### src/rtl/control_pkg.sv
// Shared control-unit encodings for the simple-viii datapath, including the
// register bank op set and a write-op classifier used by the bank.
package control;

  // Original single temporary register op set.
  typedef enum logic [1:0] {
    REG_NOP    = 2'd0,
    REG_LOAD   = 2'd1,
    REG_ENABLE = 2'd2
  } reg_op_e;

  typedef enum logic [2:0] {
    RB_NOP    = 3'd0,
    RB_LOAD   = 3'd1,
    RB_ENABLE = 3'd2,
    RB_INC    = 3'd3,
    RB_DEC    = 3'd4,
    RB_CLEAR  = 3'd5
  } reg_bank_op_e;

  // True for ops that write a register and update the flags; undefined
  // encodings fall through to false so they act as NOP.
  function automatic logic rb_is_write(input reg_bank_op_e op);
    logic result;
    case (op)
      RB_LOAD, RB_INC, RB_DEC, RB_CLEAR: result = 1'b1;
      default:                           result = 1'b0;
    endcase
    return result;
  endfunction

endpackage

### src/rtl/reg_bank_cell.sv
// One WIDTH-bit register of the bank: computes its next value and
// wrap/borrow for the current op and commits it when write-enabled.
module reg_cell
  import control::*;
#(
  parameter int               WIDTH       = 8,
  parameter logic [WIDTH-1:0] RESET_VALUE = {WIDTH{1'b0}}
) (
  input  logic               clock,
  input  logic               reset,
  input  logic               we,
  input  reg_bank_op_e       op,
  input  logic [WIDTH-1:0]   data,
  output logic [WIDTH-1:0]   value,
  output logic [WIDTH-1:0]   next_value,
  output logic               wrap
);

  // Next value and carry/borrow for the requested op.
  always_comb begin
    next_value = value;
    wrap       = 1'b0;
    case (op)
      RB_LOAD:  next_value = data;
      RB_INC:   {wrap, next_value} = {1'b0, value} + {{WIDTH{1'b0}}, 1'b1};
      RB_DEC: begin
        next_value = value - {{(WIDTH-1){1'b0}}, 1'b1};
        wrap       = (value == {WIDTH{1'b0}});
      end
      RB_CLEAR: next_value = {WIDTH{1'b0}};
      default: begin
        next_value = value;
        wrap       = 1'b0;
      end
    endcase
  end

  // Register storage.
  always_ff @(posedge clock or posedge reset) begin
    if (reset) begin
      value <= RESET_VALUE;
    end else if (we) begin
      value <= next_value;
    end else begin
      value <= value;
    end
  end

endmodule

### src/rtl/reg_bank.sv
// General-purpose register bank: DEPTH cells behind one shared bus with
// registered zero/carry flags. Define REG_BANK_TRISTATE_EN to float `out`
// when idle instead of driving zeros.
module reg_bank
  import control::*;
#(
  parameter int               WIDTH       = 8,
  parameter int               DEPTH       = 4,
  parameter logic [WIDTH-1:0] RESET_VALUE = {WIDTH{1'b0}},
  localparam int              SEL_W       = (DEPTH > 1) ? $clog2(DEPTH) : 1
) (
  input  logic               clock,
  input  logic               reset,
  input  logic [WIDTH-1:0]   in,
  output logic [WIDTH-1:0]   out,
  input  reg_bank_op_e       op,
  input  logic [SEL_W-1:0]   sel,
  output logic               zero,
  output logic               carry
);

  localparam logic RESET_ZERO = (RESET_VALUE == {WIDTH{1'b0}});

  logic [WIDTH-1:0] cell_value [DEPTH];
  logic [WIDTH-1:0] cell_next  [DEPTH];
  logic [DEPTH-1:0] cell_wrap;
  logic [DEPTH-1:0] hit;
  logic [DEPTH-1:0] we;
  logic [WIDTH-1:0] rd_val;
  logic [WIDTH-1:0] nxt_val;
  logic             wrap_sel;
  logic             sel_ok;
  logic             wr;

  // One-hot select; an out-of-range sel leaves every bit low, which turns
  // every op into a NOP and idles the bus.
  for (genvar g = 0; g < DEPTH; g++) begin : g_cell
    assign hit[g] = (sel == SEL_W'(g));
    assign we[g]  = hit[g] & wr;

    reg_cell #(
      .WIDTH       (WIDTH),
      .RESET_VALUE (RESET_VALUE)
    ) u_cell (
      .clock      (clock),
      .reset      (reset),
      .we         (we[g]),
      .op         (op),
      .data       (in),
      .value      (cell_value[g]),
      .next_value (cell_next[g]),
      .wrap       (cell_wrap[g])
    );
  end

  assign sel_ok = |hit;
  assign wr     = sel_ok & rb_is_write(op);

  // AND-OR mux of the selected cell's current value, next value and wrap.
  always_comb begin
    rd_val   = {WIDTH{1'b0}};
    nxt_val  = {WIDTH{1'b0}};
    wrap_sel = 1'b0;
    for (int i = 0; i < DEPTH; i++) begin
      rd_val   = rd_val  | (cell_value[i] & {WIDTH{hit[i]}});
      nxt_val  = nxt_val | (cell_next[i]  & {WIDTH{hit[i]}});
      wrap_sel = wrap_sel | (cell_wrap[i] & hit[i]);
    end
  end

`ifdef REG_BANK_TRISTATE_EN
  assign out = ((op == RB_ENABLE) && sel_ok) ? rd_val : {WIDTH{1'bz}};
`else
  assign out = ((op == RB_ENABLE) && sel_ok) ? rd_val : {WIDTH{1'b0}};
`endif

  // Flags follow the value being written; reads and NOPs leave them alone.
  always_ff @(posedge clock or posedge reset) begin
    if (reset) begin
      zero  <= RESET_ZERO;
      carry <= 1'b0;
    end else if (wr) begin
      zero  <= (nxt_val == {WIDTH{1'b0}});
      carry <= wrap_sel;
    end else begin
      zero  <= zero;
      carry <= carry;
    end
  end

endmodule
### config.mk
export PLATFORM = sky130hd
export DESIGN_NAME = reg_bank
export DESIGN_NICKNAME = d
export VERILOG_FILES = /design/src/rtl/control_pkg.sv /design/src/rtl/reg_bank_cell.sv /design/src/rtl/reg_bank.sv
export SDC_FILE = /design/constraint.sdc
export NUM_CORES = 1
export LEC_CHECK = 0
export CORE_ASPECT_RATIO = 1.25
export CORE_MARGIN = 3
export CORE_UTILIZATION = 45
export DETAILED_ROUTE_END_ITERATION = 8
export PLACE_DENSITY_LB_ADDON = 0.3
export SLEW_MARGIN = 10
export SYNTH_ARGS = -nofsm -noshare
export SYNTH_HDL_FRONTEND = slang
export SYNTH_SLANG_ARGS = --single-unit
### constraint.sdc
create_clock -name clock -period 6.8 [get_ports clock]
set_input_delay 1.02 -clock clock [delete_from_list [all_inputs] [get_ports clock]]
set_output_delay 1.02 -clock clock [all_outputs]
set_load 0.1 [all_outputs]
==> summary.txt <==
Outcome
  • Status: finished, final reports clean

Clock network
  • CTS tree: yes
  • PostCTS Resize Cnt: 0
  • Post-CTS Setup Bufs: 0
  • Worst skew pair latency: 0.30 ns
  • CTS Hold Buffers Added: 0
  • Clk root buf: clkbuf_8
  • Num Clock Sinks: 34
  • Clock Pin Slew Worst Setup and Hold Paths: 0.08 ns
  • CTS Buffer Depth: 2
  • Num CTS Buffers: 5
  • H-tree depth: 2

Synthesis
  • Post-Synthesis Cells: 530
  • Library cells used by synthesis: 71
  • Post-Synthesis Cell Area: 3900 µm²
  • Synth Flop Type: dfrtp_1
  • Asr flop ratio synth: 1.00
  • Post-synth EDFFs: 0
  • Synthesized net count: 556
  • Syn avg cell area: 7.36 µm²
  • Synth warnings: 0
  • Seq/Total Area, Yosys: 0.218
  • #FFs+latches synth: 34

Timing
  • Min cycle time layout: 4.96 ns
  • Setup violators final: 0
  • RSZ-0062 raised after global routing: false
  • Tightest Pin Transition: 0.973 ns
  • Final Max Tran Viols: 0
  • Setup TNS: 0 ns
  • Layout Skew: 0.00349 ns
  • F_max: 202 MHz
  • Normalized max-slew margin: 0.350
  • Fin. Hold Viols: 0
  • Tcrit/Tclk final: 0.729

GRT
  • Largest net degree at the start of global routing: 35
  • GRT Residual Overflow: 0
  • Initial antenna violation count: 0
  • Vias in the first global route: 3873
  • Total GRT Usage: 0.274
  • First-pass GRT wire length: 20800 µm

Cells and area
  • # fillers: 812
  • Commonest non-fill, non-tap cell in the layout: nor2_1
  • Final cell count without fillers: 611
  • Number of diodes: 0
  • Most frequent cells in the layout: nor2_1, a21oi_1, nand2_1, o21ai_0, dfrtp_1
  • Total Nets Final: 539
  • Layout Area Growth over Synthesis: 7.38%
  • Fraction of layout cells with a size suffix above 1: 0.0681

Routing
  • Detail Route Antenna Nets: 0
  • Drt pass-1 iters: 7
  • DR DRC count: 0
  • Detailed-route wire length per cell: 21.4 µm
  • Initial DRC Count: 452
  • DR vias/cell: 6.94
  • Final wirelength: 13100 µm
  • Via Count: 4238

Power and ir drop
  • Power Dens Cells: 225 nW/µm²
  • IR drop worst, VDD: 0.000124 V
  • Total design power: 0.944 mW
  • Pleak: 1.61 nW

Place
  • # port buffers: 24
  • RePlAce Congestion: 0.948
  • DP HPWL: 9410 µm
  • # placed instances: 603

Run
  • Max-cap check violation count: 0

Setup path
  • Setup crit start kind: input port
  • Critical path origin: op[0]
  • Reg-to-Reg End: zero$_DFFE_PP1N_
  • Crit-path most repeated cell: clkdlybuf4s50_1
  • R2R Path Start: g_cell[2].u_cell.value[0]$_DFFE_PP0P_
  • End point of the critical path: out[2]
  • Crit end category: output port
  • Reg2reg setup slack: 3.84 ns
  • Slowest CP cell: clkdlybuf4s50_1
  • Critical Path RT: 5.78 ns
  • Crit path kind: input port to output port
  • Largest stage delay, worst path: 1.13 ns
  • Critical path arrival: 3.94 ns
  • CP Cell Sequence: clkdlybuf4s50_1 > nor2_1 > and3_1 > clkdlybuf4s50_1
  • Reg2reg path depth: 8
  • CP Max Fanout: 27

Floorplan
  • Die height: 110 µm
  • DIE AREA: 9830 µm²
  • I/O pins: 25
  • Row cnt: 37
  • Starting density of the core: 0.468
  • Chip width: 89.3 µm
  • CORE AREA: 8330 µm²

Worst hold path
  • Hold WC Path Type: flop to flop
[synthesized netlist by cell type, types with 4 or more instances]
library cell | count | area [µm²]
a21o_1 | 7 | 52.6
inv_1 | 12 | 45.0
dfrtp_1 | 33 | 826
nor2_1 | 51 | 191
nand2_1 | 43 | 161
ha_1 | 11 | 138
nand3_1 | 17 | 85.1
o31a_1 | 4 | 35.0
xnor2_1 | 4 | 35.0
nor3_1 | 12 | 60.1
a22oi_1 | 4 | 30.0
o31ai_1 | 5 | 37.5
nor3b_1 | 9 | 67.6
o221ai_1 | 8 | 70.1
o22a_1 | 4 | 35.0
o21ai_0 | 39 | 195
mux4_2 | 8 | 180
or4_1 | 4 | 30.0
a211oi_1 | 6 | 45.0
a22o_1 | 4 | 35.0
and3_1 | 18 | 113
buf_2 | 10 | 50.1
a21oi_1 | 46 | 230
o21ai_1 | 8 | 40.0
nand2b_1 | 17 | 106
a31oi_1 | 9 | 56.3
nor4_1 | 6 | 37.5
a221o_1 | 5 | 50.1
nand4_1 | 8 | 50.1
clkbuf_1 | 43 | 161
o22ai_1 | 7 | 43.8
[cells by family after synthesis]
family / count (synthesis) / synth area share
and+or+nand+nor: 209 / 0.278
adders and majority gates: 11 / 0.0353
muxes: 12 / 0.0571
DFF: 34 / 0.218
AOI/OAI and AO/OA: 191 / 0.329
buffers and inverters: 67 / 0.0687
xor gates and xnor gates: 6 / 0.0135
[per-layer routing]
metal	up-vias	global-route usage	wire length [µm]
li1	1964	-	-
met1	1990	0.359	5190
met2	233	0.439	6120
met3	51	0.0394	1080
met4	0	0.131	675
met5	-	0	0
[registers in the layout (all words and copies together) (netlist names)]
name	flops
zero	1
carry	1
g_cell.u_cell.value	32
[critical path: cells and delay by family]
| family | cells | cell delay (ns) |
|---|---|---|
| buffers and inverters | 2 | 1.97 |
| AND/OR/NAND/NOR | 2 | 0.93 |
[how the worst min path moves through the flow]
stage                                                from                                     to  slack [ns]  depth (start not counted)
floorplan           g_cell[3].u_cell.value[7]$_DFFE_PP0P_  g_cell[3].u_cell.value[7]$_DFFE_PP0P_        0.54                          2
global placement                         zero$_DFFE_PP1N_                       zero$_DFFE_PP1N_        0.49                          2
detailed placement                       zero$_DFFE_PP1N_                       zero$_DFFE_PP1N_        0.49                          2
CTS                                      zero$_DFFE_PP1N_                       zero$_DFFE_PP1N_        0.50                          2
global route                             zero$_DFFE_PP1N_                       zero$_DFFE_PP1N_        0.52                          2
finish                                   zero$_DFFE_PP1N_                       zero$_DFFE_PP1N_        0.51                          2
[power breakdown]
group          internal [mW]  total (mW)  leakage, nW  switching [mW]
Clock                 0.0820       0.169       0.0482          0.0874
Sequential             0.244       0.385        0.389           0.141
Combinational          0.170       0.389         1.17           0.219
[cell type report]
type / instances / area [µm²] / area share
Timing Repair Buffer: 31 / 293 / 0.0699
Clock buffer: 7 / 86.3 / 0.0206
Multi-Input combinational cell: 429 / 2790 / 0.665
Clock inverter: 1 / 5.00 / 0.00120
Tap cell: 97 / 121 / 0.0290
Sequential cell: 34 / 852 / 0.203
Inverter: 12 / 45.0 / 0.0108
[metrics by stage]
| stage | utilization | instance area (µm²) | hold slack [ns] | worst slack [ns] |
|---|---|---|---|---|
| after CTS | 0.503 | 4190 | 0.501 | 1.89 |
| after global placement | 0.492 | 4100 | 0.490 | 1.95 |
| final | 0.503 | 4190 | 0.509 | 1.84 |
| after floorplan | - | 3900 | 0.540 | 2.86 |
| after global routing | 0.503 | 4190 | 0.525 | 1.70 |
| after detailed placement | 0.492 | 4100 | 0.488 | 1.89 |
(Power assumes the default switching activity.)
